==> src/rtl/mux_lut_cam.sv <==
// mux_lut_cam: run-time writable key/value table with registered lookup
module mux_lut_cam #(
    parameter int KEY_LEN = 4,
    parameter int DATA_LEN = 8,
    parameter int ITEM_NUM = 8,
    parameter int HAS_DEFAULT = 1,
    localparam int IDX_W = $clog2(ITEM_NUM),
    localparam int CNT_W = $clog2(ITEM_NUM + 1)
) (
    input  logic                clk,
    input  logic                rst_n,
    input  logic                wr_en,
    input  logic [KEY_LEN-1:0]  wr_key,
    input  logic [DATA_LEN-1:0] wr_data,
    input  logic                del_en,
    input  logic [KEY_LEN-1:0]  del_key,
    output logic                wr_err,
    output logic [CNT_W-1:0]    count,
    output logic                full,
    input  logic                req_valid,
    output logic                req_ready,
    input  logic [KEY_LEN-1:0]  req_key,
    input  logic [DATA_LEN-1:0] default_out,
    output logic                rsp_valid,
    input  logic                rsp_ready,
    output logic [DATA_LEN-1:0] rsp_data,
    output logic                rsp_hit,
    output logic [IDX_W-1:0]    rsp_idx
);
    logic [KEY_LEN-1:0]  key_q [ITEM_NUM];
    logic [DATA_LEN-1:0] data_q [ITEM_NUM];
    logic [ITEM_NUM-1:0] vld_q;
    logic                wr_hit, free_ok, del_hit, lk_hit, accept;
    logic [IDX_W-1:0]    wr_idx, free_idx, del_idx, lk_idx;
    logic [CNT_W-1:0]    cnt;
    always_comb begin
        wr_hit = 1'b0;
        wr_idx = '0;
        free_ok = 1'b0;
        free_idx = '0;
        del_hit = 1'b0;
        del_idx = '0;
        lk_hit = 1'b0;
        lk_idx = '0;
        cnt = '0;
        for (int i = ITEM_NUM - 1; i >= 0; i--) begin
            if (vld_q[i] && key_q[i] == wr_key) begin
                wr_hit = 1'b1;
                wr_idx = IDX_W'(i);
            end
            if (!vld_q[i]) begin
                free_ok = 1'b1;
                free_idx = IDX_W'(i);
            end
            if (vld_q[i] && key_q[i] == del_key) begin
                del_hit = 1'b1;
                del_idx = IDX_W'(i);
            end
            if (vld_q[i] && key_q[i] == req_key) begin
                lk_hit = 1'b1;
                lk_idx = IDX_W'(i);
            end
            cnt = cnt + CNT_W'(vld_q[i]);
        end
    end
    assign count = cnt;
    assign full = cnt == CNT_W'(ITEM_NUM);
    assign req_ready = !rsp_valid || rsp_ready;
    assign accept = req_valid && req_ready;
    always_ff @(posedge clk) begin
        if (!rst_n) begin
            vld_q <= '0;
            wr_err <= 1'b0;
            rsp_valid <= 1'b0;
            rsp_data <= '0;
            rsp_hit <= 1'b0;
            rsp_idx <= '0;
        end else begin
            wr_err <= wr_en && !wr_hit && !free_ok;
            if (wr_en) begin
                if (wr_hit) begin
                    data_q[wr_idx] <= wr_data;
                end else if (free_ok) begin
                    key_q[free_idx] <= wr_key;
                    data_q[free_idx] <= wr_data;
                    vld_q[free_idx] <= 1'b1;
                end
            end else if (del_en && del_hit) begin
                vld_q[del_idx] <= 1'b0;
            end
            if (accept) begin
                rsp_valid <= 1'b1;
                rsp_data <= lk_hit ? data_q[lk_idx] : (HAS_DEFAULT != 0 ? default_out : '0);
                rsp_hit <= lk_hit;
                rsp_idx <= lk_idx;
            end else if (rsp_ready) begin
                rsp_valid <= 1'b0;
            end
        end
    end
endmodule

==> config.mk <==
export PLATFORM = sky130hd
export DESIGN_NAME = mux_lut_cam
export DESIGN_NICKNAME = d
export VERILOG_FILES = /design/src/rtl/mux_lut_cam.sv
export SDC_FILE = /design/constraint.sdc
export NUM_CORES = 1
export LEC_CHECK = 0
export ABC_AREA = 1
export BUFFER_PORTS_ARGS = -buffer_cell sky130_fd_sc_hd__buf_2
export CORE_MARGIN = 2
export CORE_UTILIZATION = 55
export DETAILED_ROUTE_END_ITERATION = 10
export GPL_TIMING_DRIVEN = 0
export PLACE_DENSITY = 0.73
export SYNTH_ARGS = -nofsm -noshare
export SYNTH_HDL_FRONTEND = slang
export SYNTH_SLANG_ARGS = --single-unit
==> constraint.sdc <==
create_clock -name clk -period 5.59 [get_ports clk]
set_clock_uncertainty 0.1 [all_clocks]
set_input_delay 0.2795 -clock clk [delete_from_list [all_inputs] [get_ports clk]]
set_output_delay 0.2795 -clock clk [all_outputs]
set_load 0.1 [all_outputs]
# Yosys cells after proc, flatten, opt, wreduce, memory -nomap -nowiden
# Memories as Yosys holds them, arrays and structs flattened.
# Index checks and enable logic that the tools add are counted.
# classes
n_addsub,7
order_cmp,4
eq_ne,27
muxes,87
bitwise,3
n_reduce_logical,38
# op_table
cell,n
$mux 3,33
$eq 4x4->1,24
$mux 8,6
$mux 1,46
$logic_and 1x1->1,30
$add 4x1->4,4
$and 8x8->8,1
$lt 3x4->1 const B,2
$not 8->8,1
$or 8x8->8,1
$reduce_or 8->1,1
$demux 1 s3,2
$ge 3x1->1 const B,2
$add 3x1->4,1
$eq 4x4->1 const B,1
$reduce_bool 2->1,2
$add 2x1->3,1
$logic_not 1->1,3
$reduce_and 3->1,1
$add 1x1->2,1
$ne 2x1->1 const B,1
$ne 2x2->1 const B,1
$logic_or 1x1->1,1
# totals
register_bits,22
mem_bits_rw,96
input_bits,34
output_inout_bits,20
word_cells,174
mem_count,2
# memory_table
memory,depth,width,rd,rd_clocked_by_memory_dff,write_ports,line_no,text
data_q,8,8,1,0,1,31,logic [DATA_LEN-1:0] data_q [ITEM_NUM];
key_q,8,4,8,0,1,30,logic [KEY_LEN-1:0] key_q [ITEM_NUM];

# Longest topological paths before layout
# depth
word_depth,18
ltp_mapped,19
ltp_nobuf,18

# Worst setup path before layout
# Ideal clock, no wire load.
# synth_timing
path_kind,reg2out
startpoint,register vld_q[0]
endpoint,output full
arrival_ns,5.254
required_time_ns,5.211
setup_slack_ns,-0.043
stages_incl_launch_ff,10
n_path_buf,0
path_cell_list,dfxtp_1 fa_1 inv_1 fa_1 fa_1 inv_1 ha_1 nand2_1 a21boi_0 and2_1
# synth_via
elab_chain_len,2
# synth_rtl
element,line_no,text
"start, declared",32,logic [ITEM_NUM-1:0] vld_q;
"start signal, assigned",72,vld_q <= '0;
"start signal, assigned by index",86,vld_q[free_idx] <= 1'b1;
"start signal, assigned by index",89,vld_q[del_idx] <= 1'b0;
$add 4x1->4,63,cnt = cnt + CNT_W'(vld_q[i]);
named net count[3],18,"output logic [CNT_W-1:0] count,"
$eq 4x4->1,67,assign full = cnt == CNT_W'(ITEM_NUM);
"end, declared",19,"output logic full,"
# The timed path passes the listed nets, and every way through them passes these cells.

# Worst setup path in the final report
# layout_timing
startpoint,register vld_q[1]
endpoint,output full
# layout_via
elab_chain_len,3
# layout_rtl
element,line_no
$add 4x1->4 (2 in series),63
$eq 4x4->1,67
# Every way passes these cells.

==> metrics <==
Layout Nets=890; total setup buffers inserted after CTS=0; hold crit path type=in2reg; Critical Path RT=5210 ps; VDD IR max=0.243 mV; Synth area leaders=edfxtp_1, nand2_1, nand3_1, inv_1, dfxtp_1; # port buffers=46; share of synthesized registers carrying an async set or reset=0; max-cap viol count=0; EDFF count, synth=96; antenna cell count=0; DR pass1 iterations=7; placement row count=40; count leader, synth=nand2_1; Hold-fix buffers, CTS=0; crit-path leading delay family=adder cells; warnings from Yosys=0; synthesis-to-finish area growth=14.3%; slowest stage cell, crit path=dfxtp_1; status=complete, no violations; RSZ-0062 raised after global routing=false; final cell count without fillers=1009; maximum clock path buffer count=2; Via density=5.71; crit path max fanout=7; Post-Route WL=18.0 mm; Root Driver=clkbuf_16; Post-Route Utilization=0.637; worst skew pair latency=410 ps; Rel. slew slack=0.406; Setup CP Type=reg2out; average wire per standard cell=17.8 um; GRT Util Overall=0.291; clock-pin transition on the worst setup and hold timing paths=60 ps; Mapped Cells=784; Placed Cells=977; Syn Area/Cell=8.47 sq um; leakage=3.30 nW; fin crit share=0.762; H-Tree Depth=4; cell repeated most along the worst path=fa_1; startpoint types=register; DRT antenna net count=0; global-route wire length before repair=28.8 mm; Final GP Congestion=0.946; worst path cell trace=fa_1, inv_1, fa_1, fa_1, inv_1, ha_1, fa_1, xor2_1, nor3_1, and2_1, buf_2; WP data arrival=3880 ps; Post-synth top flop=edfxtp_1; cell count along the critical path=11; Sink Count=118; full die area=13000 sq um; final hold vios=0; total grt overflow=0; synth unique cells=46; largest net degree at the start of global routing=17; # IOs=54; top cells by count, synth=nand2_1, inv_1, nand3_1; Max stage delay on crit path=540 ps; crit path time final=4260 ps; Initial Utilization=0.558; Yosys top cell by area=edfxtp_1; CTS resizes=0; power density over cell area=283 nW/um^2; sequential area share after synthesis=0.500; CTS tree=done; CTS Buf Count=17; Die X=114 um; Reg2Reg Depth=14; hpwl dp=13.2 mm; vias in the first global route=5741; Syn Nets=825; TNS Setup=0 ps; Synth Cell Area=6640 sq um; Yosys reg bits=118; Setup crit end kind=output port; Worst-Margin Slew=883 ps; Core ar.=11900 sq um; DRC Markers=0; fmax=235 MHz; CP bufs+invs=3; initial DRC count=572; share of cells above drive strength 1=0.140; Final setup viols=0; Die Y=114 um; initial antenna violation count=0; vias=5763; Worst Hold Depth=1; Synth top area share=0.434; max-slew violations=0
==> cell usage in the layout, fill, tap and decap left out, types with 7 or more instances in the layout <==
cell type	n
xnor2_1	14
a21oi_1	46
nor2_1	55
nand3_2	8
nand3_1	98
inv_1	126
nand2_1	145
dfxtp_1	22
nand3b_1	10
o22ai_1	31
edfxtp_1	96
clkbuf_1	7
buf_2	58
nand4_1	10
clkbuf_16	17
o21ai_0	36
nor3_1	11
==> flip-flops by register name, summed over array words and instances (netlist names) <==
name and cells:
data_q 64, key_q 32, rsp_idx 3, vld_q 8
rsp_hit 1, wr_err 1, rsp_valid 1, rsp_data 8
==> report_power, final <==
part | internal, mW | switching (mW) | leakage, nW
clock network | 0.566 | 0.397 | 0.257
logic | 0.0508 | 0.159 | 1.99
registers | 0.964 | 0.0101 | 1.05
total | 1.58 | 0.566 | 3.30
==> metrics by stage <==
| stage | worst slack (ps) | instance area (sq um) | power [mW] | hold slack (ps) |
|---|---|---|---|---|
| final | 1330 | 7590 | 2.15 | 50.6 |
| after global routing | 1170 | 7590 | 2.22 | 52.5 |
| after CTS | 1300 | 7590 | 2.15 | 43.5 |
| after detailed placement | 1750 | 7060 | 1.20 | 403 |
| after global placement | 1800 | 7060 | 1.20 | 372 |
| after floorplan | 704 | 6640 | 1.14 | 278 |
==> final timing paths <==
check,to,startpoint,slack [ps]
setup / recovery,full,vld_q[1],1330
hold / removal,data_q[6][7],wr_data[7],50
setup reg to reg,data_q[2][0],key_q[4][0],2370
hold reg to reg,rsp_valid,rsp_valid,420
==> worst register-to-register path: cells and delay by family (launching register included) <==
kind | cells | cell delay [ps]
AND/OR/NAND/NOR | 9 | 1540
buffers and inverters | 3 | 320
flip-flops | 1 | 420
AO/OA/AOI/OAI | 2 | 460
==> kinds of logic after synthesis <==
family	count (synthesis)	share of synthesized area
AOI/OAI and AO/OA	130	0.112
and+or+nand+nor	350	0.245
DFF	118	0.500
buffers and inverters	159	0.0989
xor gates and xnor gates	20	0.0264
adders and majority gates	7	0.0177
==> cell type report <==
class	instances	area, sq um
fillers	1007	4320
flip-flops and latches	118	3320
multi-input cells	507	2660
inverters	132	498
clock buffers	17	425
repair buffers	46	230
well taps	147	184
plain buffers	27	159
clock inverters	15	108
==> layer usage <==
layer  global-route usage  vias up  routed length, um
li1                     -     2779                  -
met5                    0        -                  0
met2                0.503      268               9040
met1                0.348     2665               7020
met3               0.0553       51               1140
met4                0.148        0                792
(Power assumes the default switching activity.)
